[config.mk]
export PLATFORM = sky130hd
export DESIGN_NAME = instr_fetch_flat
export DESIGN_NICKNAME = d
export VERILOG_FILES = /design/src/rtl/instr_fetch_if.sv /design/src/rtl/instr_fetch.sv /design/src/flat_wrapper.sv
export SDC_FILE = /design/constraint.sdc
export NUM_CORES = 1
export LEC_CHECK = 0
export ABC_AREA = 0
export BUFFER_PORTS_ARGS = -buffer_cell sky130_fd_sc_hd__buf_4
export CORE_UTILIZATION = 53
export CTS_BUF_LIST = sky130_fd_sc_hd__clkbuf_8 sky130_fd_sc_hd__clkbuf_16
export DETAILED_ROUTE_END_ITERATION = 12
export PLACE_DENSITY = 0.79
export SYNTH_ARGS = -nofsm -noshare
export SYNTH_HDL_FRONTEND = slang
export SYNTH_SLANG_ARGS = --single-unit
[constraint.sdc]
create_clock -name clk -period 2.9 [get_ports clk]
set_input_delay 0.58 -clock clk [delete_from_list [all_inputs] [get_ports clk]]
set_output_delay 0.58 -clock clk [all_outputs]
set_load 0.01 [all_outputs]
[src/rtl/instr_fetch_if.sv]
// rtl/instr_fetch_if.sv - instruction memory bus and ir issue bus of the fetch stage
interface instr_fetch_if #(
  parameter int PC_W = 8
);
  logic [PC_W-1:0] imem_addr;
  logic            imem_req;
  logic [15:0]     imem_data;
  logic            imem_valid;
  logic [0:15]     ir;
  logic            ir_valid;
  logic            ir_ready;
  logic [PC_W-1:0] pc;

  modport master (
    output imem_addr, imem_req, ir, ir_valid, pc,
    input  imem_data, imem_valid, ir_ready
  );

  modport slave (
    input  imem_addr, imem_req, ir, ir_valid, pc,
    output imem_data, imem_valid, ir_ready
  );
endinterface

[src/rtl/instr_fetch.sv]
// rtl/instr_fetch.sv - fetch FSM, 2-entry {pc, word} queue and run/step issue gate
module instr_fetch #(
  parameter int         PC_W    = 8,
  parameter logic [3:0] HALT_OP = 4'b1111
) (
  input  logic            clk,
  input  logic            rst,
  input  logic            run,
  input  logic            step,
  input  logic            redirect,
  input  logic [PC_W-1:0] redirect_addr,
  output logic            halt,
  instr_fetch_if.master   bus
);

  typedef enum logic [1:0] {IDLE, REQ, WAIT, HALTED} state_t;

  state_t          state, state_next;
  logic [PC_W-1:0] fetch_pc;
  logic [PC_W-1:0] q_pc   [2];
  logic [15:0]     q_word [2];
  logic            head;
  logic [1:0]      count;
  logic            credit;
  logic            step_q;
  logic            discard;

  logic rsp, rsp_halt, push, pop, step_rise, tail;

  // Responses are only taken in WAIT; anything else is stale (post-reset or flushed).
  assign rsp       = (state == WAIT) && bus.imem_valid;
  assign rsp_halt  = rsp && (bus.imem_data[15:12] == HALT_OP);
  assign push      = rsp && !rsp_halt && !redirect;
  assign pop       = bus.ir_valid && bus.ir_ready;
  assign step_rise = step && !step_q;
  assign tail      = head ^ count[0];

  assign bus.ir_valid  = (count != 2'd0) && (run || credit);
  assign bus.ir        = (count != 2'd0) ? q_word[head] : '0;
  assign bus.pc        = (count != 2'd0) ? q_pc[head] : '0;
  assign bus.imem_req  = (state == REQ);
  assign bus.imem_addr = (state == REQ) ? fetch_pc : '0;

  always_comb begin
    state_next = state;
    unique case (state)
      IDLE:   if (!redirect && !discard && count != 2'd2) state_next = REQ;
      REQ:    state_next = redirect ? IDLE : WAIT;
      WAIT: begin
        if (redirect)            state_next = IDLE;
        else if (bus.imem_valid) state_next = rsp_halt ? HALTED : IDLE;
      end
      HALTED: if (redirect) state_next = IDLE;
      default: state_next = IDLE;
    endcase
  end

  always_ff @(posedge clk) begin
    if (rst) begin
      state    <= IDLE;
      fetch_pc <= '0;
      head     <= 1'b0;
      count    <= 2'd0;
      credit   <= 1'b0;
      step_q   <= 1'b0;
      discard  <= 1'b0;
      halt     <= 1'b0;
    end else begin
      state  <= state_next;
      step_q <= step;

      if (pop) head <= ~head;
      if (redirect) begin
        count <= 2'd0;
      end else begin
        unique case ({push, pop})
          2'b10:   count <= count + 2'd1;
          2'b01:   count <= count - 2'd1;
          default: count <= count;
        endcase
      end

      if (redirect)  fetch_pc <= redirect_addr;
      else if (push) fetch_pc <= fetch_pc + PC_W'(1);

      // A pop and a new step edge together leave the fresh credit in place.
      if (redirect)          credit <= 1'b0;
      else if (step_rise)    credit <= 1'b1;
      else if (pop && !run)  credit <= 1'b0;

      if (redirect && (state == REQ || (state == WAIT && !bus.imem_valid))) discard <= 1'b1;
      else if (bus.imem_valid)                                              discard <= 1'b0;

      if (redirect)      halt <= 1'b0;
      else if (rsp_halt) halt <= 1'b1;
    end
  end

  always_ff @(posedge clk) begin
    if (push) begin
      q_pc[tail]   <= fetch_pc;
      q_word[tail] <= bus.imem_data;
    end
  end

endmodule

[src/flat_wrapper.sv]
// flat-port wrapper written by rule: the top's interface ports become plain ports
module instr_fetch_flat 
#(
  parameter int         PC_W    = 8,
  parameter logic [3:0] HALT_OP = 4'b1111
)
  (clk, rst, run, step, redirect, redirect_addr, halt, bus_imem_addr, bus_imem_req, bus_ir, bus_ir_valid, bus_pc, bus_imem_data, bus_imem_valid, bus_ir_ready);
  instr_fetch_if #(.PC_W(PC_W)) bus_i ();
  input  logic clk;
  input  logic rst;
  input  logic run;
  input  logic step;
  input  logic redirect;
  input  logic [PC_W-1:0] redirect_addr;
  output logic halt;
  output wire logic [$bits(bus_i.imem_addr)-1:0] bus_imem_addr;
  output wire logic [$bits(bus_i.imem_req)-1:0] bus_imem_req;
  output wire logic [$bits(bus_i.ir)-1:0] bus_ir;
  output wire logic [$bits(bus_i.ir_valid)-1:0] bus_ir_valid;
  output wire logic [$bits(bus_i.pc)-1:0] bus_pc;
  input wire logic [$bits(bus_i.imem_data)-1:0] bus_imem_data;
  input wire logic [$bits(bus_i.imem_valid)-1:0] bus_imem_valid;
  input wire logic [$bits(bus_i.ir_ready)-1:0] bus_ir_ready;
  assign bus_imem_addr = bus_i.imem_addr;
  assign bus_imem_req = bus_i.imem_req;
  assign bus_ir = bus_i.ir;
  assign bus_ir_valid = bus_i.ir_valid;
  assign bus_pc = bus_i.pc;
  assign bus_i.imem_data = bus_imem_data;
  assign bus_i.imem_valid = bus_imem_valid;
  assign bus_i.ir_ready = bus_ir_ready;
  instr_fetch #(.PC_W(PC_W), .HALT_OP(HALT_OP)) u_core (.clk(clk), .rst(rst), .run(run), .step(step), .redirect(redirect), .redirect_addr(redirect_addr), .halt(halt), .bus(bus_i));
endmodule
# == Word-level counts from Yosys, hierarchy flattened ==
# Memory sizes are Yosys's and may differ from the RTL's. A register that Yosys moved wholly into a read port is not among the register bits.
# Cells that the tools add are included.
# classes
n_addsub,3
eq_ne,10
mux,23
bitwise,2
reduce_logical,28
# op_table
op,count
$mux 8,4
$mux 16,1
$logic_and 1x1->1,12
$mux 2,6
$mux 1,10
$reduce_bool 2->1,5
$add 8x1->8 const B,1
$pmux 2 s4,1
$eq 2x2->1 const B,3
$logic_not 1->1,6
$eq 2x1->1 const B,2
$eq 4x4->1 const B,1
$ne 2x2->1 const B,2
$pmux 2 s2,1
$ne 3x3->1 const B,1
$reduce_and 3->1,1
$add 2x1->2 const B,1
$logic_not 2->1,1
$logic_or 1x1->1,2
$ne 2x1->1 const B,1
$reduce_or 2->1,1
$sub 2x1->2 const B,1
$not 1->1,1
$xor 1x1->1,1
# totals
reg_bits,17
ramBits,48
wordCells,76
mem_count,2
# mem_list
memory,depth,width,read_ports,rd_ports_with_merged_regs,wr,line_no,rtl
u_core.q_word,2,16,1,1,1,instr_fetch.sv:21,logic [15:0] q_word [2];
u_core.q_pc,2,8,1,1,1,instr_fetch.sv:20,logic [PC_W-1:0] q_pc [2];

# == Logic depth before layout (Yosys ltp) ==
# depth
depth_word,8
mapped_depth,7

# == Least setup slack after synthesis ==
# No wires, ideal clock.
# synth_path
kind,in2reg
from,input bus_imem_valid
to,"memory u_core.q_pc[0][0], enable pin"
setup_time_ns,0.407
arrival_ns,2.084
required_time_ns,2.493
path_slack_ns,0.408
stages,4
n_path_buf,1
path_cell_list,and3b_1 buf_4 nand3_1 nor2b_1
# synth_between
elab_chain_len,7
# synth_rtl
element,line_no,rtl
"start, declared",flat_wrapper.sv:22,input wire logic [$bits(bus_i.imem_valid)-1:0] bus_imem_valid;
$logic_and 1x1->1 (*),instr_fetch.sv:31,assign rsp = (state == WAIT) && bus.imem_valid;
$logic_and 1x1->1,instr_fetch.sv:32,assign rsp_halt = rsp && (bus.imem_data[15:12] == HALT_OP);
$logic_not 1->1,instr_fetch.sv:33,assign push = rsp && !rsp_halt && !redirect;
$logic_and 1x1->1 (*) (2 in a row),instr_fetch.sv:33,
$mux 1 (*),instr_fetch.sv:100,if (push) begin
$mux 1 (not written as such) (*),instr_fetch.sv:101,q_pc[tail] <= fetch_pc;
"end, declared",instr_fetch.sv:20,
# Every way passes the cells marked *; elsewhere a longest branch is shown, timed or not.

# == Worst setup path after layout ==
# layout_path
from,register u_core.state[0]
to,output bus_imem_addr[1]
# layout_between
elab_chain_len,2
# layout_rtl
element,line_no,rtl
"start, declared",instr_fetch.sv:18,"state_t state, state_next;"
"start signal, assigned",instr_fetch.sv:69,state <= state_next;
$eq 2x1->1,instr_fetch.sv:42,assign bus.imem_addr = (state == REQ) ? fetch_pc : '0;
$mux 8,instr_fetch.sv:42,
"end, declared",flat_wrapper.sv:16,output wire logic [$bits(bus_i.imem_addr)-1:0] bus_imem_addr;
# Every way passes these cells.

==> summary.md <==
| Metric | Value |
|---|---|
| Run status | `completed` |
| Min Hold Slack | `0.438 ns` |
| Gr usage total | `19.6%` |
| Count of TritonRoute iterations in the first routing pass | `4` |
| Net count of the mapped netlist | `248` |
| Fraction of registers with async set or reset after synthesis | `0%` |
| Antenna viol nets, final | `0` |
| Share of the core filled with cells | `72.1%` |
| Fillcell total | `355` |
| Number of vias per cell after detailed routing | `5.20` |
| Antenna diode instance count | `0` |
| Std-Cell Core Area | `4880 sq um` |
| Post-synth EDFFs | `48` |
| Vias | `1856` |
| Clock network latency to the later pin of the worst-skew pair | `0.33 ns` |
| Net switching share of the total power | `19.8%` |
| Total Nets Final | `318` |
| Largest net degree at the start of global routing | `25` |
| Number of different library cells in the post-synthesis netlist | `34` |
| Yosys warning total | `0` |
| Cts hold-fix bufs | `0` |
| Non-filler cells in the finished layout | `357` |
| Wire length of the first global-routing pass | `7580 microns` |
| Die X | `74.2 microns` |
| FMAX | `454 MHz` |
| Die Span Y | `74.2 microns` |
| Layout Skew | `0.00901 ns` |
| Final period util | `75.9%` |
| Sink Count | `66` |
| Number of instances in the synthesized netlist | `215` |
| Share of post-route cells with drive strength above 1 | `31.0%` |
| Combinational share of power | `5.1%` |
| Setup repair after global routing missed its margin | `false` |
| Final setup violation count | `0` |
| Fraction of the yosys area taken by sequential cells | `65.2%` |
| Half-perimeter wire length after detailed placement | `3430 microns` |
| Required time at the worst-slack endpoint | `2.32 ns` |
| WS Path Type | `reg -> out` |
| Initial Util | `56.6%` |
| Static leakage | `1.30 nW` |
| Post-synthesis instance area | `2760 sq um` |
| Antenna violations before repair | `0` |
| Overall power | `1.85 mW` |
| Final Critical Period | `2.20 ns` |
| Global placer's final weighted congestion | `0.825` |
| Crit path arrival time | `1.62 ns` |
| Clock Power Share | `38.6%` |
| Sequential fraction of design power | `56.3%` |
| Post-synthesis sequential element count | `66` |
| Num CTS Buffers | `9` |
| Clock tree from TritonCTS | `yes` |
| Number of pins with negative max-slew slack in the final report | `0` |
| IO Count | `66` |
| Root Buffer | `clkbuf_8` |
| Switch Pwr | `0.366 mW` |
| Area growth, synth to finish | `27.4%` |
| Setup slack of the critical path after layout | `0.700 ns` |
| Worst slack at placement | `0.795 ns` |
| Count of routing violations after the opening detailed-route iteration | `107` |
| Port Buffer Count | `65` |
| Top fanout value on the critical path | `10` |
| Placed instance count | `341` |
| Post-detailed-route DRC marker count | `0` |
| Number of buffers on the longest clock path | `2` |
| Internal power | `1.48 mW` |
| Post-CTS repair timing setup buffer count | `0` |
| Area after detailed placement | `3330 sq um` |
| CTS H-Tree Depth | `3` |
| Routed wire length | `5000 microns` |
| Via count of the first global-routing pass | `1689` |
| CP Capture Type | `output pin` |
| Post-Layout Inst Area | `3520 sq um` |
| Most used flip-flop cell after synthesis | `edfxtp_1` |
| Register Area | `1800 sq um` |
| Most frequent standard cell in the layout excluding fill and tap cells | `buf_4` |
| Count of maximum capacitance violations | `0` |
| Hold violation count in the final report | `0` |
| Total congestion overflow after global routing | `0` |
| PD cells | `526 nW/um^2` |
| Clock-pin slew on the worst setup and hold paths | `0.07 ns` |
| Max-slew headroom at the worst pin | `60.7%` |
| Startpoint kind of the worst setup timing path | `flop` |
| Combined area of the multi-input logic cells | `915 sq um` |
| Number of rows in the core area | `25` |
| Least-Margin Pin Slew | `0.589 ns` |
| Sum Neg Setup Slack | `0 ns` |
| Maximum VDD drop | `0.277 mV` |
| Path category of the worst min-delay check | `in -> reg` |
| Detailed-route wire length per cell | `14.0 microns` |
| Per-instance average area after synthesis | `12.8 sq um` |
| Commonest non-fill, non-tap cells in the layout | `buf_4, edfxtp_1, nor2_1` |
| Die area | `5500 sq um` |
| Cells resized by post-CTS repair | `0` |
path summary, 6_finish.rpt:
check | startpoint | end | slack (ns) | cells after the start
min reg2reg | u_core.credit$_SDFFE_PP0P_ | u_core.credit$_SDFFE_PP0P_ | 0.48 | 2
min | bus_imem_data[10] | u_core.q_word[1][10]$_DFFE_PP_ | 0.44 | 1
max | u_core.state[0]$_SDFFE_PP0P_ | bus_imem_addr[1] | 0.70 | 3
max reg2reg | u_core.state[1]$_SDFFE_PP0P_ | u_core.count[1]$_SDFFE_PP0P_ | 1.05 | 5
state kept, by name, summed over array words and instances, names as in the netlist, named ones only:
signal / cells
u_core.halt: 1
u_core.fetch_pc: 8
u_core.q_word: 32
u_core.count: 2
u_core.discard: 1
u_core.q_pc: 16
u_core.step_q: 1
u_core.head: 1
u_core.credit: 1
u_core.state: 2
cells in the mapped netlist, types with 2 or more instances:
master | instances | area [sq um]
and2_1 | 9 | 56.3
clkbuf_1 | 7 | 26.3
and4_1 | 2 | 17.5
nand3_1 | 4 | 20.0
xnor2_1 | 5 | 43.8
a211oi_2 | 2 | 25.0
dfxtp_1 | 18 | 360
nor2_1 | 41 | 154
nand4_1 | 4 | 25.0
a211oi_1 | 5 | 37.5
edfxtp_1 | 48 | 1440
o21ai_0 | 2 | 10.0
buf_2 | 3 | 15.0
xor2_1 | 6 | 52.6
a21oi_1 | 7 | 35.0
nand2b_1 | 4 | 25.0
ha_1 | 2 | 25.0
nand2_1 | 5 | 18.8
nor2b_1 | 3 | 18.8
mux2i_1 | 24 | 240
layout make-up:
type	count	area share (%)
tap	67	2.38
multi-input combinational	137	26.0
timing repair buffer	70	14.9
sequential	66	51.2
clock inverter	6	1.42
clock buffer	10	3.91
inverter	1	0.107
power by group through the flow:
stage | combinational (mW) | sequential [mW] | clock [mW]
after global placement | 0.0926 | 1.06 | 0
after floorplan | 0.0431 | 1.06 | 0
after CTS | 0.0950 | 1.04 | 0.724
after global routing | 0.103 | 1.04 | 0.777
final | 0.0946 | 1.04 | 0.714
after detailed placement | 0.0945 | 1.06 | 0
worst max-delay path, stage by stage (launching register included):
cell	delay [ns]
dfxtp_1	0.43
nor2b_1	0.53
and2_1	0.22
buf_4	0.12
per-layer routing:
| layer | track usage (%) | wire length, microns |
|---|---|---|
| met1 | 21.9 | 2160 |
| met2 | 32.4 | 2390 |
| met3 | 5.28 | 312 |
| met4 | 14.1 | 139 |
| met5 | 0 | 0 |
kinds of logic (layout without fill, tap and decap cells):
logic type,after synthesis,in the layout,synth area share [%]
DFF,66,66,65.2
muxes,24,24,8.70
adders and majority gates,2,2,0.906
AOI/OAI and AO/OA,19,19,4.62
xor gates and xnor gates,11,11,3.49
and+or+nand+nor,81,81,15.1
buffers and inverters,12,87,1.90
No activity file was read; power rests on OpenSTA's default activity.
